[src/rtl/i2s_pkg.sv]
// Shared types and default geometry for the I2S receive path.
package i2s_pkg;
  localparam int I2S_SAMPLE_WIDTH = 24;
  localparam int I2S_SLOT_WIDTH   = 32;

  typedef enum logic {CH_LEFT, CH_RIGHT} ch_e;
  typedef enum logic {RX_SYNC, RX_RECV} rx_state_e;
endpackage

[src/rtl/i2s_in_sync.sv]
// Synchronizes sck/ws/sd into clk_i and flags the cycle after SCK rises.
module i2s_in_sync #(
  parameter int SYNC_STAGES = 2
) (
  input  logic clk_i,
  input  logic rst_i,
  input  logic sck_i,
  input  logic ws_i,
  input  logic sd_i,
  output logic ws_s_o,
  output logic sd_s_o,
  output logic sck_rise_o
);
  if (SYNC_STAGES < 2) begin : g_bad_stages
    $fatal(1, "i2s_in_sync: SYNC_STAGES must be >= 2");
  end

  logic [SYNC_STAGES-1:0] sck_q, ws_q, sd_q;
  logic                   sck_prev_q;

  // All three pins see the same depth so ws/sd line up with the SCK edge.
  always_ff @(posedge clk_i) begin
    if (rst_i) begin
      sck_q      <= '0;
      ws_q       <= '0;
      sd_q       <= '0;
      sck_prev_q <= 1'b0;
    end else begin
      sck_q      <= {sck_q[SYNC_STAGES-2:0], sck_i};
      ws_q       <= {ws_q[SYNC_STAGES-2:0], ws_i};
      sd_q       <= {sd_q[SYNC_STAGES-2:0], sd_i};
      sck_prev_q <= sck_q[SYNC_STAGES-1];
    end
  end

  assign ws_s_o     = ws_q[SYNC_STAGES-1];
  assign sd_s_o     = sd_q[SYNC_STAGES-1];
  assign sck_rise_o = sck_q[SYNC_STAGES-1] && !sck_prev_q;
endmodule

[src/rtl/i2s_rx.sv]
// I2S deserializer: MSB-first words with one-SCK WS delay, emitted as L/R pairs
// through a valid/ready holding register.
module i2s_rx
  import i2s_pkg::*;
#(
  parameter int   SAMPLE_WIDTH = I2S_SAMPLE_WIDTH,
  parameter int   SLOT_WIDTH   = I2S_SLOT_WIDTH,
  parameter logic WS_POL       = 1'b0,
  parameter int   SYNC_STAGES  = 2
) (
  input  logic                    clk_i,
  input  logic                    rst_i,
  input  logic                    sck_i,
  input  logic                    ws_i,
  input  logic                    sd_i,
  output logic [SAMPLE_WIDTH-1:0] left_o,
  output logic [SAMPLE_WIDTH-1:0] right_o,
  output logic                    valid_o,
  input  logic                    ready_i,
  output logic                    overrun_o
);
  // Handshake: a pair transfers on a clk_i edge where valid_o && ready_i; data is
  // stable while valid_o is high, and ready_i has no effect while valid_o is low.
  if (SAMPLE_WIDTH < 1 || SAMPLE_WIDTH > SLOT_WIDTH) begin : g_bad_width
    $fatal(1, "i2s_rx: SAMPLE_WIDTH must be 1..SLOT_WIDTH");
  end

  localparam int            CW         = $clog2(SLOT_WIDTH + 1);
  localparam logic [CW-1:0] SAMPLE_CNT = CW'(SAMPLE_WIDTH);
  localparam logic [CW-1:0] SLOT_CNT   = CW'(SLOT_WIDTH);

  logic ws_s, sd_s, sck_rise;

  i2s_in_sync #(.SYNC_STAGES(SYNC_STAGES)) u_sync (
    .clk_i      (clk_i),
    .rst_i      (rst_i),
    .sck_i      (sck_i),
    .ws_i       (ws_i),
    .sd_i       (sd_i),
    .ws_s_o     (ws_s),
    .sd_s_o     (sd_s),
    .sck_rise_o (sck_rise)
  );

  rx_state_e               state_q, state_d;
  ch_e                     ch_q, ch_d;
  logic [CW-1:0]           bit_cnt_q, bit_cnt_d;
  logic [SAMPLE_WIDTH-1:0] shreg_q, shreg_d, shreg_upd, bit_mask;
  logic [SAMPLE_WIDTH-1:0] left_hold_q, left_hold_d;
  logic                    left_vld_q, left_vld_d;
  logic                    ws_prev_q, ws_prev_d;
  logic                    primed_q, primed_d;
  logic                    pair_done;
  logic [SAMPLE_WIDTH-1:0] left_q, right_q;
  logic                    valid_q, overrun_q;

  always_ff @(posedge clk_i) begin
    if (rst_i) begin
      state_q     <= RX_SYNC;
      ch_q        <= CH_LEFT;
      bit_cnt_q   <= '0;
      shreg_q     <= '0;
      left_hold_q <= '0;
      left_vld_q  <= 1'b0;
      ws_prev_q   <= 1'b0;
      primed_q    <= 1'b0;
    end else begin
      state_q     <= state_d;
      ch_q        <= ch_d;
      bit_cnt_q   <= bit_cnt_d;
      shreg_q     <= shreg_d;
      left_hold_q <= left_hold_d;
      left_vld_q  <= left_vld_d;
      ws_prev_q   <= ws_prev_d;
      primed_q    <= primed_d;
    end
  end

  always_comb begin
    state_d     = state_q;
    ch_d        = ch_q;
    bit_cnt_d   = bit_cnt_q;
    shreg_d     = shreg_q;
    left_hold_d = left_hold_q;
    left_vld_d  = left_vld_q;
    ws_prev_d   = ws_prev_q;
    primed_d    = primed_q;
    pair_done   = 1'b0;
    bit_mask    = '0;
    bit_mask[SAMPLE_WIDTH-1] = sd_s;
    shreg_upd   = shreg_q;
    if (bit_cnt_q < SAMPLE_CNT) shreg_upd = shreg_q | (bit_mask >> bit_cnt_q);

    if (sck_rise) begin
      ws_prev_d = ws_s;
      primed_d  = 1'b1;
      case (state_q)
        // The first rise after reset only learns the WS level, so entry
        // requires a WS transition actually seen on the wire.
        RX_SYNC: begin
          if (primed_q && (ws_s != ws_prev_q)) begin
            state_d   = RX_RECV;
            ch_d      = (ws_s == WS_POL) ? CH_LEFT : CH_RIGHT;
            bit_cnt_d = '0;
            shreg_d   = '0;
          end
        end
        RX_RECV: begin
          shreg_d = shreg_upd;
          if (bit_cnt_q < SLOT_CNT) bit_cnt_d = bit_cnt_q + 1'b1;
          if (ws_s != ws_prev_q) begin
            if (ch_q == CH_LEFT) begin
              left_hold_d = shreg_upd;
              left_vld_d  = 1'b1;
            end else if (left_vld_q) begin
              pair_done  = 1'b1;
              left_vld_d = 1'b0;
            end
            ch_d      = (ch_q == CH_LEFT) ? CH_RIGHT : CH_LEFT;
            bit_cnt_d = '0;
            shreg_d   = '0;
          end
        end
        default: state_d = RX_SYNC;
      endcase
    end
  end

  always_ff @(posedge clk_i) begin
    if (rst_i) begin
      left_q    <= '0;
      right_q   <= '0;
      valid_q   <= 1'b0;
      overrun_q <= 1'b0;
    end else begin
      overrun_q <= 1'b0;
      if (pair_done) begin
        if (!valid_q || ready_i) begin
          left_q  <= left_hold_q;
          right_q <= shreg_upd;
          valid_q <= 1'b1;
        end else begin
          overrun_q <= 1'b1;
        end
      end else if (valid_q && ready_i) begin
        valid_q <= 1'b0;
      end
    end
  end

  assign left_o    = left_q;
  assign right_o   = right_q;
  assign valid_o   = valid_q;
  assign overrun_o = overrun_q;
endmodule

[config.mk]
export PLATFORM = sky130hd
export DESIGN_NAME = i2s_rx
export DESIGN_NICKNAME = d
export VERILOG_FILES = /design/src/rtl/i2s_pkg.sv /design/src/rtl/i2s_in_sync.sv /design/src/rtl/i2s_rx.sv
export SDC_FILE = /design/constraint.sdc
export NUM_CORES = 1
export LEC_CHECK = 0
export ABC_AREA = 1
export BUFFER_PORTS_ARGS = -buffer_cell sky130_fd_sc_hd__buf_2
export CORE_MARGIN = 5
export CORE_UTILIZATION = 52
export DETAILED_ROUTE_END_ITERATION = 7
export MAX_ROUTING_LAYER = met4
export PLACE_DENSITY = 0.75
export SLEW_MARGIN = 20
export SYNTH_ARGS = -nofsm -noshare
export SYNTH_HDL_FRONTEND = slang
export SYNTH_SLANG_ARGS = --single-unit
[constraint.sdc]
create_clock -name clk_i -period 1.3 [get_ports clk_i]
set_input_delay 0.13 -clock clk_i [delete_from_list [all_inputs] [get_ports clk_i]]
set_output_delay 0.13 -clock clk_i [all_outputs]
set_load 0.01 [all_outputs]
# --- Word level (Yosys, flattened, before mapping) ---
# Index checks and enable logic that the tools add are counted.
op_classes:
  n_addsub: 1
  n_lt_le_gt_ge: 2
  n_eq_ne: 5
  shift: 1
  n_mux: 24
  bitwise: 4
  n_reduce_logical: 15
op_table:
  columns: ["op", "n"]
  rows:
  - ["two-way mux 24 bit", 3]
  - ["case mux 24 bit (2 select lines)", 1]
  - ["OR 24 bit", 1]
  - [">> shifter 24 x 6 -> 24 bit", 1]
  - ["two-way mux 6 bit", 3]
  - ["two-way mux 1 bit", 15]
  - ["case mux 6 bit (2 select lines)", 1]
  - ["AND reduction 3 bit", 3]
  - ["adder 6 x 1 -> 6 bit (second input constant)", 1]
  - ["less-than comparator 6 x 5 -> 1 bit (second input constant)", 1]
  - ["less-than comparator 6 bit (second input constant)", 1]
  - ["AND reduction 2 bit", 3]
  - ["inequality test 2 x 1 -> 1 bit (second input constant)", 2]
  - ["AND reduction 4 bit", 1]
  - ["logical AND 1 bit", 3]
  - ["inequality test 3 x 1 -> 1 bit (second input constant)", 1]
  - ["NOT 1 bit", 3]
  - ["logical NOT 1 bit", 2]
  - ["inequality test 2 bit (second input constant)", 1]
  - ["case mux 1 bit (2 select lines)", 1]
  - ["nonzero test 2 bit", 1]
  - ["OR reduction 2 bit", 1]
  - ["logical OR 1 bit", 1]
  - ["inequality test 1 bit", 1]
totals:
  reg_bits: 116
  inputBits: 6
  out_inout_bits: 50
  elab_cells: 68

# --- Logic depth before layout (Yosys ltp) ---
# Gate-level depths: netlist (run 1).
logic_depth:
  depth_word: 7
  ltp_mapped: 10
  ltp_nobuf: 9

# --- Cells and area by module ---
# From an unflattened synthesis (run 1), not the netlist that was laid out.
unflattened:
  cells_unflattened: 707
  area_unflattened_um2: 4867.2
modules_own_cells:
  columns: ["mod", "n_inst", "cells_per_inst", "area_per_inst_um2", "seq_area_each_um2"]
  rows:
  - ["i2s_rx", 1, 685, 4670.7, 2182.1]
  - ["i2s_in_sync", 1, 22, 196.4, 140.1]

# --- Least setup slack after synthesis (run 1) ---
# OpenSTA, ideal clock, no wires.
synth_path:
  kind: "flip-flop to flip-flop"
  from: "register valid_q (netlist: valid_o)"
  to: "register right_q[15] (netlist: right_o[15])"
  setup_time_ns: 0.064
  arrival_time_ns: 1.252
  required_ns: 1.236
  slack_ns: -0.017
  stages_incl_launch_ff: 7
  n_path_buf: 1
  synth_period_minus_slack_ns: 1.317
  path_cell_list: "dfxtp_1 inv_1 or2_2 nand3_4 clkbuf_1 nor2_1 nor2_1"
synth_between:
  elab_chain_cells: 3
synth_rtl:
  columns: ["item", "line_no", "rtl"]
  rows:
  - ["from (decl)", "i2s_rx.sv:55", "logic valid_q, overrun_q;"]
  - ["from (signal assigned)", "i2s_rx.sv:133", "valid_q <= 1'b0;"]
  - ["from (signal assigned)", "i2s_rx.sv:141", "valid_q <= 1'b1;"]
  - ["from (signal assigned)", "i2s_rx.sv:146", "valid_q <= 1'b0;"]
  - ["logical NOT 1 bit", "i2s_rx.sv:138", "if (!valid_q || ready_i) begin"]
  - ["logical OR 1 bit", "i2s_rx.sv:138", null]
  - ["AND reduction 2 bit (no line)", null, null]
  - ["to (signal assigned)", "i2s_rx.sv:140", "right_q <= shreg_upd;"]
  - ["to (decl)", "i2s_rx.sv:54", "logic [SAMPLE_WIDTH-1:0] left_q, right_q;"]
# No other way between the ends.
# A chain may end at the register's enable or synchronous reset.

# --- Worst setup path in the final report (run 1) ---
layout_path:
  from: "register ws_prev_q"
  to: "register right_q[0] (netlist: right_o[0])"
layout_between:
  elab_chain_cells: 5
layout_rtl:
  columns: ["item", "line_no", "rtl"]
  rows:
  - ["from (decl)", "i2s_rx.sv:51", "logic ws_prev_q, ws_prev_d;"]
  - ["from (signal assigned)", "i2s_rx.sv:74", "ws_prev_q <= ws_prev_d;"]
  - ["inequality test 1 bit", "i2s_rx.sv:111", "if (ws_s != ws_prev_q) begin"]
  - ["two-way mux 1 bit", "i2s_rx.sv:111", null]
  - ["two-way mux 1 bit", "i2s_rx.sv:97", "case (state_q)"]
  - ["two-way mux 1 bit", "i2s_rx.sv:94", "if (sck_rise) begin"]
  - ["AND reduction 2 bit (no line)", null, null]
# No other way between the ends.

==> flow_metrics.py, run 1 <==
metrics = {
    "setup_path": {
        "cp_max_fo": 9,
        "critPathCaptureType": "flip-flop",
        "setup.worst_path.start_class": "flip-flop",
        "ff2ff_path_depth": 10,
        "rrSetupSlack_ps": -300,
        "rr_startpoint": "ws_prev_q",
        "reg2reg_to": "right_o[0]",
        "required_ps": 1730,
        "path_class": "flip-flop to flip-flop",
        "arrival_ps": 2030,
    },
    "grt": {
        "grt_pass1_vias": 4868,
        "grt_max_degree": 81,
        "grt-ovfl-total": 0,
        "antenna_found_initial": 0,
        "grt_usage_pct": 25.3,
        "grt_pass1_wl_um": 22500,
    },
    "cts": {
        "clock-sinks": 116,
        "clk_pin_slew_worst_paths_ps": 60,
        "cts_max_level": 4,
        "cts_made_buffers": 17,
        "cts_tree": "built",
        "cts-root-buf": "clkbuf_8",
        "clock_latency_ps": 520,
        "cts_buffer_depth": 2,
    },
    "run_status": {
        "outcome": "finished with violations",
        "violations": "negative setup slack",
    },
    "routing": {
        "postRouteAntennaNets": 0,
        "wl_per_cell_um": 19.6,
        "vias": 5650,
        "first_pass_iters": 6,
        "via_per_inst": 5.76,
        "wirelength_um": 19200,
        "drc": 0,
        "dr.first_iter.drc_count": 504,
    },
    "place": {
        "placed_area_mm2": 0.00561,
        "gp_congestion": 0.870,
        "io_buffer_count": 55,
        "hpwl_um": 8230,
    },
    "synthesis": {
        "ys_async_sr_fraction_pct": 0,
        "synth_compound_area_share_pct": 9.11,
        "yosysTopAreaCellShare_pct": 47.5,
        "synth_xor_area_share_pct": 0,
        "netlist.top_cell.by_area": "dfxtp_1",
        "seq_area_frac_synth_pct": 47.5,
        "syn_area_per_cell_um2": 6.79,
        "synthMuxAreaShare_pct": 0,
        "yosys_warnings": 0,
        "synth_nets": 727,
        "synth_top_family_by_area": "simple AND/OR/NAND/NOR gates",
        "netlist_area_mm2": 0.00489,
        "ys.flop_type": "dfxtp_1",
        "synth_edf_count": 0,
        "ys_seq_elements": 116,
        "synth-simple-area-share_pct": 32.0,
        "synth_fa_ha_area_share_pct": 0.256,
        "synth_cell_types": 30,
        "synth_most_common_cell": "nand2_1",
        "synthCells": 720,
        "yosys-top-cells-count": "195 x nand2_1, 156 x nor2_1, 116 x dfxtp_1",
        "synth.area.top_cells": "dfxtp_1 48%, nand2_1 15%, nor2_1 12%, inv_1 7.4%, a21oi_1 3.4%",
    },
    "power_and_ir_drop": {
        "seqPwrFrac_pct": 42.0,
        "p_sw_share_pct": 21.6,
        "p_int_mw": 6.68,
        "p_leak_nw": 3.58,
        "p_clk_share_pct": 55.4,
        "vdd_ir_drop_max_mv": 1.07,
        "p_sw_mw": 1.84,
        "p_comb_share_pct": 2.6,
        "power_density_mw_per_mm2": 1130,
    },
    "floorplan": {
        "die_x_um": 107,
        "coreArea_mm2": 0.00920,
        "fp-row-count": 35,
        "die_h_um": 107,
        "io_pins": 56,
        "start_util_pct": 53.2,
        "die_area_mm2": 0.0114,
    },
    "worst_hold_path": {
        "hp-class": "primary input to flip-flop",
        "whs_endpoint": "u_sync.sd_q[0]",
        "holdCritStartpoint": "rst_i",
        "hold_depth": 3,
    },
    "sta": {
        "tightestPinTransition_ps": 535,
        "holdWs_ps": 194,
        "setup_violations": 103,
        "min_period_over_period_pct": 123,
        "skew_ps": 7.79,
        "layout_min_cycle_time_ps": 1600,
        "fin_ws_ps": -299,
        "drv_slew": 0,
        "rsz0062_at_grt": "yes",
        "max_freq_mhz": 625,
        "hold_viol_final": 0,
        "maxSlewHeadroom_pct": 64.3,
    },
    "finish": {
        "final_util_pct": 81.7,
        "fill_cells": 498,
        "drive_above_1_share_pct": 38.7,
        "syn2layout_area_growth_pct": 53.6,
        "nets": 866,
        "antenna_cells": 0,
        "fin_area_mm2": 0.00751,
    },
    "flow_run": {
        "drv_cap": 0,
    },
}
==> power groups by stage <==
stage                     sequential, mW  clock, mW  combinational, mW
after floorplan                     3.65          0              0.102
after global placement              3.65          0              0.145
after detailed placement            3.66          0              0.147
after CTS                           3.58       4.61              0.185
after global routing                3.58       4.86              0.239
final                               3.58       4.72              0.222
==> through the flow <==
stage / worst slack [ps] / cells / power (mW) / setup TNS (ps)
floorplan: 17.6 / 720 / 3.76 / 0
global placement: -106 / 906 / 3.80 / -3000
detailed placement: -182 / 906 / 3.80 / -6270
CTS: -141 / 957 / 8.38 / -7400
global route: -379 / 981 / 8.68 / -22870
finish: -299 / 981 / 8.52 / -16540
==> area by class of cell <==
cell class                 count  area [um^2]  share of cell area [%]
multi-input combinational    473         2630                    35.1
sequential                   116         2340                    31.1
timing repair buffer         149         1410                    18.7
clock buffer                  20          455                    6.06
inverter                     102          404                    5.38
tap                          111          139                    1.85
clock inverter                10          131                    1.75
==> worst max path at each step <==
stage,from,to,slack (ps)
3_3_place_gp,u_sync.ws_q[1],right_o[20],-110
2_1_floorplan,valid_o,left_o[11],20
4_1_cts,u_sync.ws_q[1],shreg_q[11],-140
6_report,ws_prev_q,right_o[0],-300
5_1_grt,u_sync.sck_q[1],right_o[0],-380
3_5_place_dp,bit_cnt_q[1],right_o[16],-180
==> kinds of logic after synthesis <==
| family | Yosys count |
|---|---|
| simple gates | 387 |
| buf+inv | 133 |
| flops | 116 |
| compound gates | 83 |
| fa+ha+maj | 1 |
==> critical path, stage by stage (launching register included) <==
cell,delay [ps]
dfxtp_4,370
inv_4,60
nand2_4,70
nand2_4,70
nor2_8,140
nand3_4,150
buf_12,190
buf_6,130
nand2_1,50
nand2_1,70
nor2_1,200
==> layer usage <==
| metal | wire, um | up-vias | part of all wire [%] | global-route usage, % |
|---|---|---|---|---|
| li1 | - | 2455 | - | - |
| met1 | 6590 | 2582 | 34 | 28.8 |
| met2 | 9250 | 446 | 48 | 43.4 |
| met3 | 1860 | 167 | 9.7 | 5.00 |
| met4 | 1510 | 0 | 7.9 | 11.2 |
| met5 | 0 | - | 0 | - |
==> cells in the final DEF (no fill, tap or decap), types with 2 or more instances in the layout <==
master         count
nor2_1           133
nand2_1          127
dfxtp_1          107
inv_1             94
buf_2             55
buf_4             50
nand2_2           48
o21ai_0           28
nand2_4           24
a21oi_2           24
clkbuf_16         22
nor2_2            19
buf_6             17
o21ai_1           10
nor2_4             9
nand3_2            9
a21oi_1            9
buf_12             8
dfxtp_2            7
nand3_1            6
o21bai_1           5
clkinv_2           5
buf_16             5
nand4_1            4
clkbuf_8           4
dlygate4sd3_1      4
inv_2              3
nand3_4            3
bufinv_16          3
buf_8              3
inv_4              2
o21ai_2            2
o21bai_4           2
o21ai_4            2
clkinvlp_4         2
dfxtp_4            2
==> sequential cells by signal, indices dropped and copies added (netlist names) <==
signal             flops
u_sync.sck_prev_q      1
overrun_o              1
left_o                24
u_sync.sck_q           2
ws_prev_q              1
left_vld_q             1
primed_q               1
valid_o                1
bit_cnt_q              6
u_sync.sd_q            2
state_q                1
ch_q                   1
right_o               24
u_sync.ws_q            2
shreg_q               24
left_hold_q           24
==> repair_timing <==
| item | CTS | global route |
|---|---|---|
| endpoints found under the hold margin | 5 | 0 |
| cloned | 8 | 8 |
| resized for setup | 56 | 169 |
| setup buffers | 10 | 19 |
| pin swaps | 14 | 54 |
| hold buffers | 4 | 0 |
| endpoints found under the setup margin | 90 | 104 |
No activity file was read; power rests on OpenSTA's default activity.
==> inputs of run 2 (changes only) <==
--- a/config.mk
+++ b/config.mk
@@ -10,8 +10,10 @@
 export CORE_MARGIN = 5
 export CORE_UTILIZATION = 52
 export DETAILED_ROUTE_END_ITERATION = 7
+export HOLD_SLACK_MARGIN = 0.02
 export MAX_ROUTING_LAYER = met4
 export PLACE_DENSITY = 0.75
+export REMOVE_ABC_BUFFERS = 1
 export SLEW_MARGIN = 20
 export SYNTH_ARGS = -nofsm -noshare
 export SYNTH_HDL_FRONTEND = slang
==> constraint.sdc (replaced) <==
create_clock -name clk_i -period 1.3 [get_ports clk_i]
set_input_delay 0.26 -clock clk_i [delete_from_list [all_inputs] [get_ports clk_i]]
set_output_delay 0.26 -clock clk_i [all_outputs]
set_load 0.01 [all_outputs]
==> flow_metrics.py, run 2 (same netlist as run 1, synthesis figures left out) <==
metrics = {
    "run_status": {
        "outcome": "finished with violations",
        "violations": "negative setup slack",
    },
    "finish": {
        "seq_area_mm2": 0.00233,
        "antenna_cells": 0,
        "multi_input_area_mm2": 0.00247,
        "final_util_pct": 75.6,
        "nets": 824,
        "syn2layout_area_growth_pct": 42.1,
        "layout_commonest_cell": "nand2_1",
        "final_cell_mix": "157 x nand2_1, 141 x nor2_1, 106 x dfxtp_1",
        "fill_cells": 586,
        "drive_above_1_share_pct": 31.6,
    },
    "sta": {
        "skew_ps": 5.81,
        "max_freq_mhz": 665,
        "rsz0062_at_grt": "yes",
        "fin_ws_ps": -204,
        "setup_violations": 97,
        "min_period_over_period_pct": 116,
        "maxSlewHeadroom_pct": 78.4,
        "layout_min_cycle_time_ps": 1500,
        "holdWs_ps": 53.6,
        "tightestPinTransition_ps": 323,
        "drv_slew": 0,
        "hold_viol_final": 0,
    },
    "routing": {
        "via_per_inst": 5.24,
        "drc": 0,
        "wl_per_cell_um": 15.8,
        "dr.first_iter.drc_count": 390,
        "wirelength_um": 14900,
        "postRouteAntennaNets": 0,
        "first_pass_iters": 5,
        "vias": 4931,
    },
    "grt": {
        "grtUsageMet1_pct": 24.5,
        "busiest_layer": "met2",
        "antenna_found_initial": 0,
        "grt_usage_pct": 22.2,
        "grt-ovfl-total": 0,
        "grt_pass1_vias": 4452,
        "grt_max_degree": 67,
        "grt_pass1_wl_um": 19800,
        "grt_util_met2_pct": 37.6,
        "met3_usage_pct": 5.18,
    },
    "floorplan": {
        "die_h_um": 107,
        "die_x_um": 107,
        "die_area_mm2": 0.0114,
        "io_pins": 56,
        "fp-row-count": 35,
        "coreArea_mm2": 0.00920,
        "start_util_pct": 53.2,
    },
    "setup_path": {
        "slowest_stage": "dfxtp_2",
        "rrSetupSlack_ps": -200,
        "critPathCaptureType": "flip-flop",
        "max_stage_delay_ps": 420,
        "setup.worst_path.start_class": "flip-flop",
        "critPathMostFrequentCell": "nand2_1",
        "path_class": "flip-flop to flip-flop",
        "worstPathCellList": "nand2_1 > nor2_1 > nand2_1 > nor2_2 > nand2_1 > nand2_1 > inv_1 > nor2_1",
        "cp_max_fo": 7,
        "required_ps": 1750,
        "arrival_ps": 1950,
    },
    "cts": {
        "cts_made_buffers": 17,
        "cts-root-buf": "clkbuf_8",
        "cts_tree": "built",
        "clock-sinks": 116,
        "cts_max_level": 4,
        "cts_buffer_depth": 2,
        "clock_latency_ps": 520,
        "clk_pin_slew_worst_paths_ps": 60,
    },
    "power_and_ir_drop": {
        "vdd_ir_drop_max_mv": 0.989,
        "power_density_mw_per_mm2": 1220,
        "p_leak_nw": 3.27,
    },
    "flow_run": {
        "drv_cap": 0,
    },
    "worst_hold_path": {
        "hp-class": "primary input to flip-flop",
    },
    "place": {
        "hpwl_um": 7170,
        "io_buffer_count": 55,
        "gp_congestion": 0.856,
    },
}
[run 2: changes by cell type in the layout (fill, tap and decap cells not counted), moves of 5 or more]
cell	delta
a21oi_2	-6
buf_4	-28
a21oi_1	+5
buf_6	-8
nand2_4	-7
nor2_1	+8
nor2_2	-5
nand2_2	-23
nand2_1	+30
[run 2: cell type report]
class / instances / area share (%)
Clock buffer: 20 / 6.41
Clock inverter: 12 / 2.23
Inverter: 102 / 6.07
Multi-Input combinational cell: 472 / 35.5
Sequential cell: 116 / 33.6
Tap cell: 111 / 2.00
Timing Repair Buffer: 108 / 14.1
[run 2: critical path, delay by kind of cell (launching register included)]
| family | cells | cell delay [ps] |
|---|---|---|
| simple gates | 7 | 950 |
| flops | 1 | 420 |
| buf+inv | 1 | 70 |
[run 2: power by group]
group          switching, mW  internal (mW)  leakage [nW]
clock                   1.70           3.02         0.291
sequential            0.0108           3.57         0.940
combinational          0.134         0.0732          2.04
total                   1.84           6.66          3.27
[run 2: what timing repair did]
item,in CTS,in global routing
cloned,3,7
hold buffers,3,0
resized for setup,43,119
endpoints found under the hold margin,3,0
setup endpoints to repair,97,105
pin swaps,6,36
buffers inserted,4,8
[run 2: routing by layer]
| layer | wire, um | vias to the layer above |
|---|---|---|
| met5 | 0 | - |
| met4 | 685 | 0 |
| met3 | 1000 | 66 |
| met2 | 7460 | 228 |
| met1 | 5730 | 2262 |
| li1 | - | 2375 |
[run 2: per-stage QoR]
step / cells / setup WS, ps / cell area (um^2) / setup TNS (ps) / power [mW]
finish: 941 / -204 / 6950 / -7910 / 8.51
global route: 941 / -326 / 6950 / -15390 / 8.72
CTS: 927 / -92.5 / 6340 / -2120 / 8.48
detailed placement: 885 / -150 / 5480 / -7530 / 3.82
global placement: 885 / -63.6 / 5480 / -1860 / 3.81
floorplan: 689 / -442 / 4730 / -32630 / 3.73
[run 2: final timing paths]
path	from	end	cells after the start
max	u_sync.sd_q[1]	shreg_q[18]	8
min	ready_i	overrun_o	3
max reg2reg	u_sync.sd_q[1]	shreg_q[18]	8
min reg2reg	u_sync.sck_q[0]	u_sync.sck_q[1]	2
==> inputs of run 3 (changes only) <==
--- a/config.mk
+++ b/config.mk
@@ -6,10 +6,11 @@
 export NUM_CORES = 1
 export LEC_CHECK = 0
 export ABC_AREA = 1
-export BUFFER_PORTS_ARGS = -buffer_cell sky130_fd_sc_hd__buf_2
+export BUFFER_PORTS_ARGS = -buffer_cell sky130_fd_sc_hd__buf_4
 export CORE_MARGIN = 5
 export CORE_UTILIZATION = 52
 export DETAILED_ROUTE_END_ITERATION = 7
+export GPL_ROUTABILITY_DRIVEN = 0
 export HOLD_SLACK_MARGIN = 0.02
 export MAX_ROUTING_LAYER = met4
 export PLACE_DENSITY = 0.75
==> flow_metrics.py, run 3 (same netlist as run 1, synthesis figures left out) <==
metrics = {
    "grt": {
        "grt_max_degree": 81,
        "antenna_found_initial": 0,
        "grt_usage_pct": 23.7,
        "grt_pass1_wl_um": 21100,
        "grt-ovfl-total": 0,
        "grt_pass1_vias": 4496,
    },
    "setup_path": {
        "reg2reg_to": "left_hold_q[20]",
        "crit_path_start": "bit_cnt_q[2]",
        "rr_startpoint": "bit_cnt_q[2]",
        "setup.worst_path.start_class": "flip-flop",
        "worstPathCellList": "inv_1 > nand4_1 > nor2_1 > nand2_1 > nand2_1 > nor2_1 > nor2_1",
        "cp_top_family": "simple AND/OR/NAND/NOR gates",
        "cp_max_fo": 6,
        "path_depth": 7,
        "critPathMostFrequentCell": "nor2_1",
        "rrSetupSlack_ps": -230,
        "arrival_ps": 1990,
        "path_class": "flip-flop to flip-flop",
        "critPathCaptureType": "flip-flop",
        "critPathBufInv": 1,
        "required_ps": 1760,
        "max_stage_delay_ps": 340,
        "slowest_stage": "dfxtp_1",
        "ff2ff_path_depth": 7,
    },
    "routing": {
        "first_pass_iters": 5,
        "wirelength_um": 14700,
        "drc": 0,
        "postRouteAntennaNets": 0,
        "vias": 4882,
        "wl_per_cell_um": 15.8,
        "dr.first_iter.drc_count": 460,
        "via_per_inst": 5.22,
    },
    "power_and_ir_drop": {
        "p_int_mw": 6.76,
        "vdd_ir_drop_max_mv": 1.18,
        "seqPwrFrac_pct": 41.6,
        "p_comb_share_pct": 2.6,
        "power_density_mw_per_mm2": 1260,
        "p_sw_share_pct": 21.5,
        "p_sw_mw": 1.85,
        "p_leak_nw": 3.21,
        "p_clk_share_pct": 55.9,
    },
    "worst_hold_path": {
        "whs_endpoint": "overrun_o",
        "holdCritStartpoint": "ready_i",
        "hp-class": "primary input to flip-flop",
        "hold_depth": 3,
    },
    "finish": {
        "drive_above_1_share_pct": 28.2,
        "fin_area_mm2": 0.00686,
        "layout_commonest_cell": "nand2_1",
        "nets": 818,
        "final_cell_mix": "171 x nand2_1, 136 x nor2_1, 106 x dfxtp_1",
        "antenna_cells": 0,
        "fin_cells": 935,
        "syn2layout_area_growth_pct": 40.2,
    },
    "sta": {
        "setup_violations": 97,
        "layout_min_cycle_time_ps": 1530,
        "min_period_over_period_pct": 117,
        "drv_slew": 0,
        "rsz0062_at_grt": "yes",
        "hold_viol_final": 0,
        "skew_ps": 8.34,
        "fin_ws_ps": -226,
        "maxSlewHeadroom_pct": 65.5,
        "tightestPinTransition_ps": 517,
        "holdWs_ps": 54.1,
        "max_freq_mhz": 655,
    },
    "floorplan": {
        "fp-row-count": 35,
        "start_util_pct": 53.2,
        "io_pins": 56,
        "die_h_um": 107,
        "die_area_mm2": 0.0114,
        "coreArea_mm2": 0.00920,
        "die_x_um": 107,
    },
    "place": {
        "placed_cells_incl_taps": 886,
        "hpwl_um": 7180,
        "io_buffer_count": 55,
        "post-place-ws_ps": -152,
        "placed_area_mm2": 0.00560,
    },
    "cts": {
        "clk_pin_slew_worst_paths_ps": 60,
        "cts_max_level": 4,
        "cts-root-buf": "clkbuf_8",
        "clock_latency_ps": 520,
        "cts_buffer_depth": 2,
        "cts_made_buffers": 17,
        "cts_tree": "built",
        "clock-sinks": 116,
    },
    "run_status": {
        "violations": "negative setup slack",
        "outcome": "finished with violations",
    },
    "flow_run": {
        "drv_cap": 0,
    },
}
## run 3: cell types whose count changed in the layout (fill, tap and decap cells not counted), sizes merged
cell and delta:
inv +2, bufinv +1, clkinvlp -1, clkinv -1, clkbuf -4, buf -3
## run 3: per-layer routing
layer	track usage, %	part of all wire [%]
met5	-	0
met1	26.4	38
met2	41.3	51
met3	5.66	6.8
met4	9.22	4.2
## run 3: per-stage QoR
| stage | utilization (%) | total power, mW | TNS, ps |
|---|---|---|---|
| floorplan | - | 3.73 | -32630 |
| global placement | 60.9 | 3.81 | -2270 |
| detailed placement | 60.9 | 3.81 | -6770 |
| CTS | 71.4 | 8.57 | -3600 |
| global route | 74.5 | 8.82 | -17670 |
| finish | 74.5 | 8.61 | -9520 |
## run 3: worst register-to-register path, delay by kind of cell (launching register included)
family	cells	cell delay [ps]
buffers and inverters	1	220
flip-flops	1	340
AND/OR/NAND/NOR	6	910
## run 3: how the worst max path moves through the flow
| stage | to | slack (ps) |
|---|---|---|
| finish | left_hold_q[20] | -230 |
| CTS | shreg_q[15] | -110 |
| detailed placement | left_o[0] | -150 |
| floorplan | bit_cnt_q[5] | -440 |
| global route | shreg_q[4] | -300 |
| global placement | left_o[3] | -60 |
## run 3: power groups by stage
stage	logic, mW	clock network, mW	registers (mW)
after CTS	0.190	4.80	3.58
after global placement	0.152	0	3.65
after floorplan	0.0800	0	3.65
final	0.223	4.81	3.58
after global routing	0.241	5.00	3.58
after detailed placement	0.154	0	3.66
## run 3: area by class of cell
cell class / instances / area [um^2]
clock buffers: 19 / 422
clock inverters: 13 / 183
fillers: 613 / 2340
inverters: 102 / 408
multi-input cells: 472 / 2340
flip-flops and latches: 116 / 2340
well taps: 111 / 139
repair buffers: 102 / 1020
## run 3: what timing repair did
item,4_1_cts,5_1_grt
endpoints found under the setup margin,90,105
gates cloned,5,2
endpoints found under the hold margin,3,0
pin swaps,17,24
resized for setup,59,78
hold buffers,3,0
buffers inserted,6,3
